==> src/rtl/pulse_edge_tx.sv <==
// Pulse/toggle line transmitter with a pending-event counter. Every transition on
// out_line is held for at least HOLD_CYC cycles so a slower synchronizing receiver sees it.
module pulse_edge_tx #(
    parameter int HOLD_CYC = 3,
    parameter bit TOGGLE   = 1'b0,
    parameter int CNT_W    = 4
) (
    input  logic             clk,
    input  logic             rst,
    input  logic             evt,
    input  logic             ovf_clr,
    output logic             out_line,
    output logic             busy,
    output logic             done,
    output logic [CNT_W-1:0] pend_cnt,
    output logic             overflow
);

    typedef enum logic [1:0] {
        IDLE,
        ASSERT,
        DEASSERT,
        HOLD
    } state_t;

    localparam logic [7:0]       HOLD_LAST = 8'(HOLD_CYC - 1);
    localparam logic [CNT_W-1:0] PEND_MAX  = '1;

    state_t     state;
    logic [7:0] hc;
    logic       last_hold;
    logic       launch;
    logic       drop;

    // The final cycle of the low/hold phase doubles as a launch slot, which is
    // what makes back-to-back pulses gapless.
    always_comb begin
        last_hold = 1'b0;
        launch    = 1'b0;
        drop      = 1'b0;
        if ((state == DEASSERT || state == HOLD) && hc == HOLD_LAST) begin
            last_hold = 1'b1;
        end
        if ((state == IDLE || last_hold) && (evt || pend_cnt != '0)) begin
            launch = 1'b1;
        end
        if (evt && !launch && pend_cnt == PEND_MAX) begin
            drop = 1'b1;
        end
    end

    always_ff @(posedge clk or posedge rst) begin
        if (rst) begin
            state    <= IDLE;
            hc       <= '0;
            out_line <= 1'b0;
            busy     <= 1'b0;
            done     <= 1'b0;
        end else begin
            done <= last_hold;
            if (launch) begin
                state    <= TOGGLE ? HOLD : ASSERT;
                busy     <= 1'b1;
                hc       <= '0;
                out_line <= TOGGLE ? ~out_line : 1'b1;
            end else begin
                case (state)
                    ASSERT: begin
                        if (hc == HOLD_LAST) begin
                            state    <= DEASSERT;
                            hc       <= '0;
                            out_line <= 1'b0;
                        end else begin
                            hc <= hc + 8'd1;
                        end
                    end
                    DEASSERT, HOLD: begin
                        if (hc == HOLD_LAST) begin
                            state <= IDLE;
                            busy  <= 1'b0;
                            hc    <= '0;
                        end else begin
                            hc <= hc + 8'd1;
                        end
                    end
                    default: begin
                        hc <= '0;
                    end
                endcase
            end
        end
    end

    // Counter saturates: a full queue drops the event instead of wrapping.
    always_ff @(posedge clk or posedge rst) begin
        if (rst) begin
            pend_cnt <= '0;
            overflow <= 1'b0;
        end else begin
            if (evt && !launch && !drop) begin
                pend_cnt <= pend_cnt + 1'b1;
            end else if (!evt && launch) begin
                pend_cnt <= pend_cnt - 1'b1;
            end
            if (drop) begin
                overflow <= 1'b1;
            end else if (ovf_clr) begin
                overflow <= 1'b0;
            end
        end
    end

endmodule

==> config.mk <==
export PLATFORM = sky130hd
export DESIGN_NAME = pulse_edge_tx
export DESIGN_NICKNAME = d
export VERILOG_FILES = /design/src/rtl/pulse_edge_tx.sv
export SDC_FILE = /design/constraint.sdc
export NUM_CORES = 1
export LEC_CHECK = 0
export CORE_MARGIN = 3
export CORE_UTILIZATION = 57
export DETAILED_ROUTE_END_ITERATION = 10
export PLACE_DENSITY_LB_ADDON = 0.25
export SLEW_MARGIN = 20
export SYNTH_ARGS = -nofsm -noshare
export SYNTH_HDL_FRONTEND = slang
export SYNTH_SLANG_ARGS = --single-unit
==> constraint.sdc <==
create_clock -name clk -period 3.8 [get_ports clk]
set_input_delay 0.95 -clock clk [delete_from_list [all_inputs] [get_ports clk]]
set_output_delay 0.95 -clock clk [all_outputs]
set_load 0.1 [all_outputs]
---- Word level (Yosys, flattened, before mapping) ----
Cells that the tools add are included.
cells by class
  reduce and logical (&&, ||, !) cells .... 25
  multipliers ............................. 0
  bitwise gates (word level) .............. 0
  shift operators ......................... 0
  multiplexer cells ....................... 19
  add/sub/neg operators ................... 3
  $lt $le $gt $ge ......................... 0
  eq/ne operators ......................... 7
  divide/modulo/power cells ............... 0
operators by type and width
  kind                                               number
  2-to-1 mux 8 bit                                   3
  2-to-1 mux 1 bit                                   10
  nonzero test 2 bit                                 5
  adder 8 x 1 -> 8 bit (second input constant)       1
  == test 8 x 2 -> 1 bit (second input constant)     1
  2-to-1 mux 4 bit                                   2
  logical AND 1 bit                                  6
  2-to-1 mux 2 bit                                   3
  inequality test 3 bit (second input constant)      2
  adder 4 x 1 -> 4 bit (second input constant)       1
  == test 2 bit (second input constant)              2
  == test 4 bit (second input constant)              1
  one-hot mux 2 bit (2 select lines)                 1
  AND reduction 2 bit                                2
  nonzero test 4 bit                                 1
  subtractor 4 x 1 -> 4 bit (second input constant)  1
  logical NOT 1 bit                                  3
  logical OR 1 bit                                   3
  AND reduction 3 bit                                1
  nonzero test 3 bit                                 1
  OR reduction 3 bit                                 1
  == test 2 x 1 -> 1 bit (second input constant)     1
  logical NOT 2 bit                                  1
  OR reduction 2 bit                                 1
word-level totals
  output and inout port bits .............. 8
  bits in read-only memories .............. 0
  logic and storage cells ................. 61
  memories ................................ 0
  RAM bits ................................ 0
  flip-flop bits (word level) ............. 18
  latch bits .............................. 0

---- Longest topological paths before layout ----
  depth in word-level cells ............... 14
  depth in mapped cells ................... 10

---- Worst setup path after synthesis ----
Ideal clock, no wire load.
  kind .................................... flip-flop to flip-flop
  from .................................... reg pend_cnt[0]
  to ...................................... reg pend_cnt[2]
  data arrival time ....................... 2,566 ps
  cell stages (with the launch flop) ...... 8
  path buffers ............................ 0
  setup time .............................. 83 ps
  path slack .............................. 1,151 ps
  path through ............................ dfrtp_1 nand4_1 nand3_1 o21ai_0 ha_1 or3_1 or4_1 o211ai_2
between the ends
  cells in the longest elaborated chain, start to end .. 11
  elaborated cells between the ends (all ways) .. 17
  those cells by class .................... add/sub: 2; eq/ne: 1; mux: 4; reduce/logical: 10
RTL lines
  element                                                 line     source
  from (decl)                                             15       output logic [CNT_W-1:0] pend_cnt,
  from (signal assigned)                                  101      pend_cnt <= pend_cnt + 1'b1;
  from (signal assigned)                                  103      pend_cnt <= pend_cnt - 1'b1;
  nonzero test 4 bit                                      44       if ((state == IDLE || last_hold) && (evt || pend_cnt != '0)) begin
  logical OR 1 bit                                        44
  logical AND 1 bit                                       44
  2-to-1 mux 1 bit                                        44
  logical NOT 1 bit                                       47, 100
  logical AND 1 bit                                       47, 100
  logical AND 1 bit                                       47       if (evt && !launch && pend_cnt == PEND_MAX) begin
  2-to-1 mux 1 bit                                        47
  logical NOT 1 bit                                       100      if (evt && !launch && !drop) begin
  logical AND 1 bit                                       100
  2-to-1 mux 4 bit or nonzero test 2 bit (tied branches)  n/a
Several ways; a longest one is shown, not always the timed one. The select of a mux whose other input is x is not followed.
A chain may end at the register's enable or synchronous reset.

---- Worst setup path in the final report ----
  from .................................... in evt
  to ...................................... reg pend_cnt[2]
between the ends
  cells in the longest elaborated chain, start to end .. 10
  elaborated cells between the ends (all ways) .. 13
  those cells by class .................... mux: 3; reduce/logical: 10
RTL lines
  element                                                 line     source
  from (decl)                                             10       input logic evt,
  logical OR 1 bit                                        44
  logical AND 1 bit                                       44
  2-to-1 mux 1 bit                                        44
  logical NOT 1 bit                                       47, 100
  logical AND 1 bit                                       47, 100
  logical AND 1 bit                                       47
  2-to-1 mux 1 bit                                        47
  logical NOT 1 bit                                       100
  logical AND 1 bit                                       100
  2-to-1 mux 4 bit or nonzero test 2 bit (tied branches)  n/a
Several ways; a longest one is shown, not always the timed one.

==> metrics.md <==
| Metric | Value |
|---|---|
| Status | complete, no violations |
| Final Critical Period | 3030 ps |
| Synth warnings | 0 |
| Routed via count | 745 |
| Syn avg cell area | 10.4 µm² |
| Multi-input gate area | 469 µm² |
| Post-Synth XOR/XNOR Area | 0.0560 |
| Max stage delay cell, worst path | clkdlybuf4s50_1 |
| CP Launch Type | input port |
| Post-Synth Adder-Cell Area | 0.0400 |
| Final Cycle Share | 0.797 |
| IO Port Bufs | 11 |
| Type of the most critical hold path | flip-flop to flip-flop |
| Total CTS buffers | 3 |
| DRT Wirelength | 1.78 mm |
| Initial antenna violation count | 0 |
| Skew-Pair Late Insertion Delay | 290 ps |
| Clock slew at reported path FFs | 100 ps |
| Antenna Cells | 0 |
| Net Count, Synth | 97 |
| Slew headroom | 0.352 |
| Final setup vio count | 0 |
| Clock Path Buffers | 2 |
| Total of max-cap violations | 0 |
| Grt met1 use | 0.252 |
| Reg2reg path depth | 9 |
| Met3 Use GR | 0.0391 |
| Drc violations | 0 |
| I/O pin count | 12 |
| TritonCTS Sinks | 18 |
| Worst Path Arrival | 3240 ps |
| RSZ-0062 raised after global routing | false |
| Number of buffers and inverters on the critical path | 1 |
| H-tree level count | 1 |
| Critical path type | input port to flip-flop |
| Post-Route Utilization | 0.725 |
| CP max stage delay | 570 ps |
| WP data required | 4010 ps |
| Share of cells above drive strength 1 | 0.114 |
| Unique masters post-synth | 34 |
| Largest net degree at the start of global routing | 19 |
| Starting Density | 0.616 |
| DP Worst Slack | 478 ps |
| Post-DR vias/cell | 6.16 |
| DRT iter0 DRCs | 12 |
| Hpwl dp | 1.34 mm |
| Fraction of the mapped netlist area in simple logic gates | 0.239 |
| Global route overflow | 0 |
| 1st-pass router iterations | 4 |
| Synth Area in Compound Gates | 0.137 |
| Max-slew violations | 0 |
| CP Capture Type | flip-flop |
| Vias in the first global route | 683 |
| Total Nets Final | 113 |
| Row cnt | 14 |
| Commonest cells after routing, fill and taps aside | dfrtp_1 (18), nor2_1 (13), clkdlybuf4s50_1 (11) |
| CP top delay family | compound AO/OA/AOI/OAI gates |
| Largest fanout on the critical path | 7 |
| # Post-CTS Setup Buffers | 0 |
| Worst path cell trace | clkdlybuf4s50_1 > o21ai_0 > a21oi_1 > o21ai_0 > ha_1 > or3_1 > or4_1 > o211ai_2 |
| Slew @ Worst Pin | 968 ps |
| FF/Latch Area | 450 µm² |
| Core area | 1520 µm² |
| Most common cell after layout, fill and taps aside | dfrtp_1 |
| WL/cell | 14.7 µm |
| Gr busiest metal | met2 |
| Final setup margin | 770 ps |
| Gate Count Post-Synth | 90 |
| Most frequent cell on the critical path | o21ai_0 |
| Worst hold path startpoint | overflow$_DFFE_PP0P_ |
| FF-to-FF End | pend_cnt[2]$_DFFE_PP0P_ |
| Fillers | 112 |
| Mux contribution to synthesized area | 0.0280 |
| R2R setup slack | 1180 ps |
| Fmax | 0.330 GHz |
| Met2 Use GR | 0.297 |
| First-pass GRT wire length | 2.89 mm |
| Layout area overhead | 17.7% |
| Global-route usage over all layers | 0.195 |
| Seq/Total Area, Yosys | 0.480 |
| Hold Buf Count CTS | 0 |
| Antenna Nets Post-Route | 0 |
| CTS root buf | clkbuf_4 |
| WHS Endpoint | overflow$_DFFE_PP0P_ |
| Register bit total from synthesis | 18 |
| Die Y-Extent | 46.6 µm |
| Die width | 46.6 µm |
| Post-CTS sizing | 0 |
| Worst Hold Depth | 2 |
| Fin Setup TNS | 0 ps |
| Mapped cell area | 938 µm² |
| R2r startpoint | hc[0]$_DFF_PP0_ |
| Clock Skew | 4.28 ps |
| CTS tree | built |
| GP Congestion | 0.853 |
| Main combinational cell family by area after synthesis | simple AND/OR/NAND/NOR gates |
| Die Area | 2170 µm² |
| Final Hold Vio Count | 0 |
==> flip-flops by register name, indices dropped and copies added (netlist names) <==
signal,flops
hc,8
pend_cnt,4
state,2
busy,1
done,1
out_line,1
overflow,1
==> worst min-delay path: cells and delay by family (launching register included) <==
kind,cells,cell delay [ps]
flip-flops,1,390
AO/OA/AOI/OAI,1,70
buffers and inverters,1,50
==> metrics by stage <==
stage	std cells	cell area (µm²)	hold WS (ps)
after floorplan	90	938	488
after global placement	117	1070	526
after detailed placement	117	1070	534
after CTS	121	1100	549
after global routing	121	1100	583
final	121	1100	548
==> area by class of cell <==
type / count / area share
Sequential cell: 18 / 0.408
Multi-Input combinational cell: 67 / 0.425
Clock buffer: 4 / 0.0328
Inverter: 5 / 0.0170
Timing Repair Buffer: 11 / 0.0997
Tap cell: 16 / 0.0181
==> per-layer routing <==
layer / share of wire / vias up / routed length, µm
li1: - / 362 / -
met1: 0.46 / 363 / 814
met2: 0.49 / 18 / 883
met3: 0.036 / 2 / 65
met4: 0.012 / 0 / 21
met5: 0 / - / 0
==> Yosys cell counts <==
cell type / instances / area share
and4bb_2: 1 / 0.013
o211ai_2: 1 / 0.013
nor4_4: 1 / 0.023
nand4_1: 1 / 0.0067
nor2b_1: 1 / 0.0067
inv_1: 5 / 0.020
a221o_1: 1 / 0.011
nor3_2: 1 / 0.011
nand2_1: 2 / 0.0080
and3_2: 1 / 0.0080
o22a_1: 1 / 0.0093
mux2_4: 1 / 0.016
o21ai_1: 1 / 0.0053
a31oi_1: 1 / 0.0067
a21oi_2: 1 / 0.0093
a2bb2oi_1: 2 / 0.019
nor3_1: 1 / 0.0053
nor2_1: 13 / 0.052
o21bai_1: 1 / 0.0080
nand3_1: 5 / 0.027
xor2_1: 3 / 0.028
nand3b_1: 1 / 0.0080
nor4b_1: 1 / 0.0093
xnor2_1: 3 / 0.028
and3_1: 5 / 0.033
ha_1: 3 / 0.040
or3_1: 3 / 0.020
mux2_2: 1 / 0.012
o32ai_1: 1 / 0.0093
dfrtp_1: 18 / 0.48
a21oi_1: 3 / 0.016
a211o_1: 1 / 0.0093
or4_1: 1 / 0.0080
o21ai_0: 4 / 0.021
==> logic make-up after synthesis <==
group,count (synthesis)
xor gates and xnor gates,6
and+or+nand+nor,38
AOI/OAI and AO/OA,18
muxes,2
buffers and inverters,5
adders and majority gates,3
DFF,18
==> worst max path at each step <==
stage	from	cells past startpoint	slack [ps]	end
3_5_place_dp	evt	8	480	pend_cnt[2]$_DFFE_PP0P_
2_1_floorplan	pend_cnt[0]$_DFFE_PP0P_	7	1150	pend_cnt[2]$_DFFE_PP0P_
3_3_place_gp	evt	8	580	pend_cnt[2]$_DFFE_PP0P_
5_1_grt	evt	8	610	pend_cnt[2]$_DFFE_PP0P_
6_report	evt	8	770	pend_cnt[2]$_DFFE_PP0P_
4_1_cts	evt	8	790	pend_cnt[2]$_DFFE_PP0P_
Power is not shown: default switching activity piles up to over one toggle a cycle in this logic, so the estimate is an artifact.
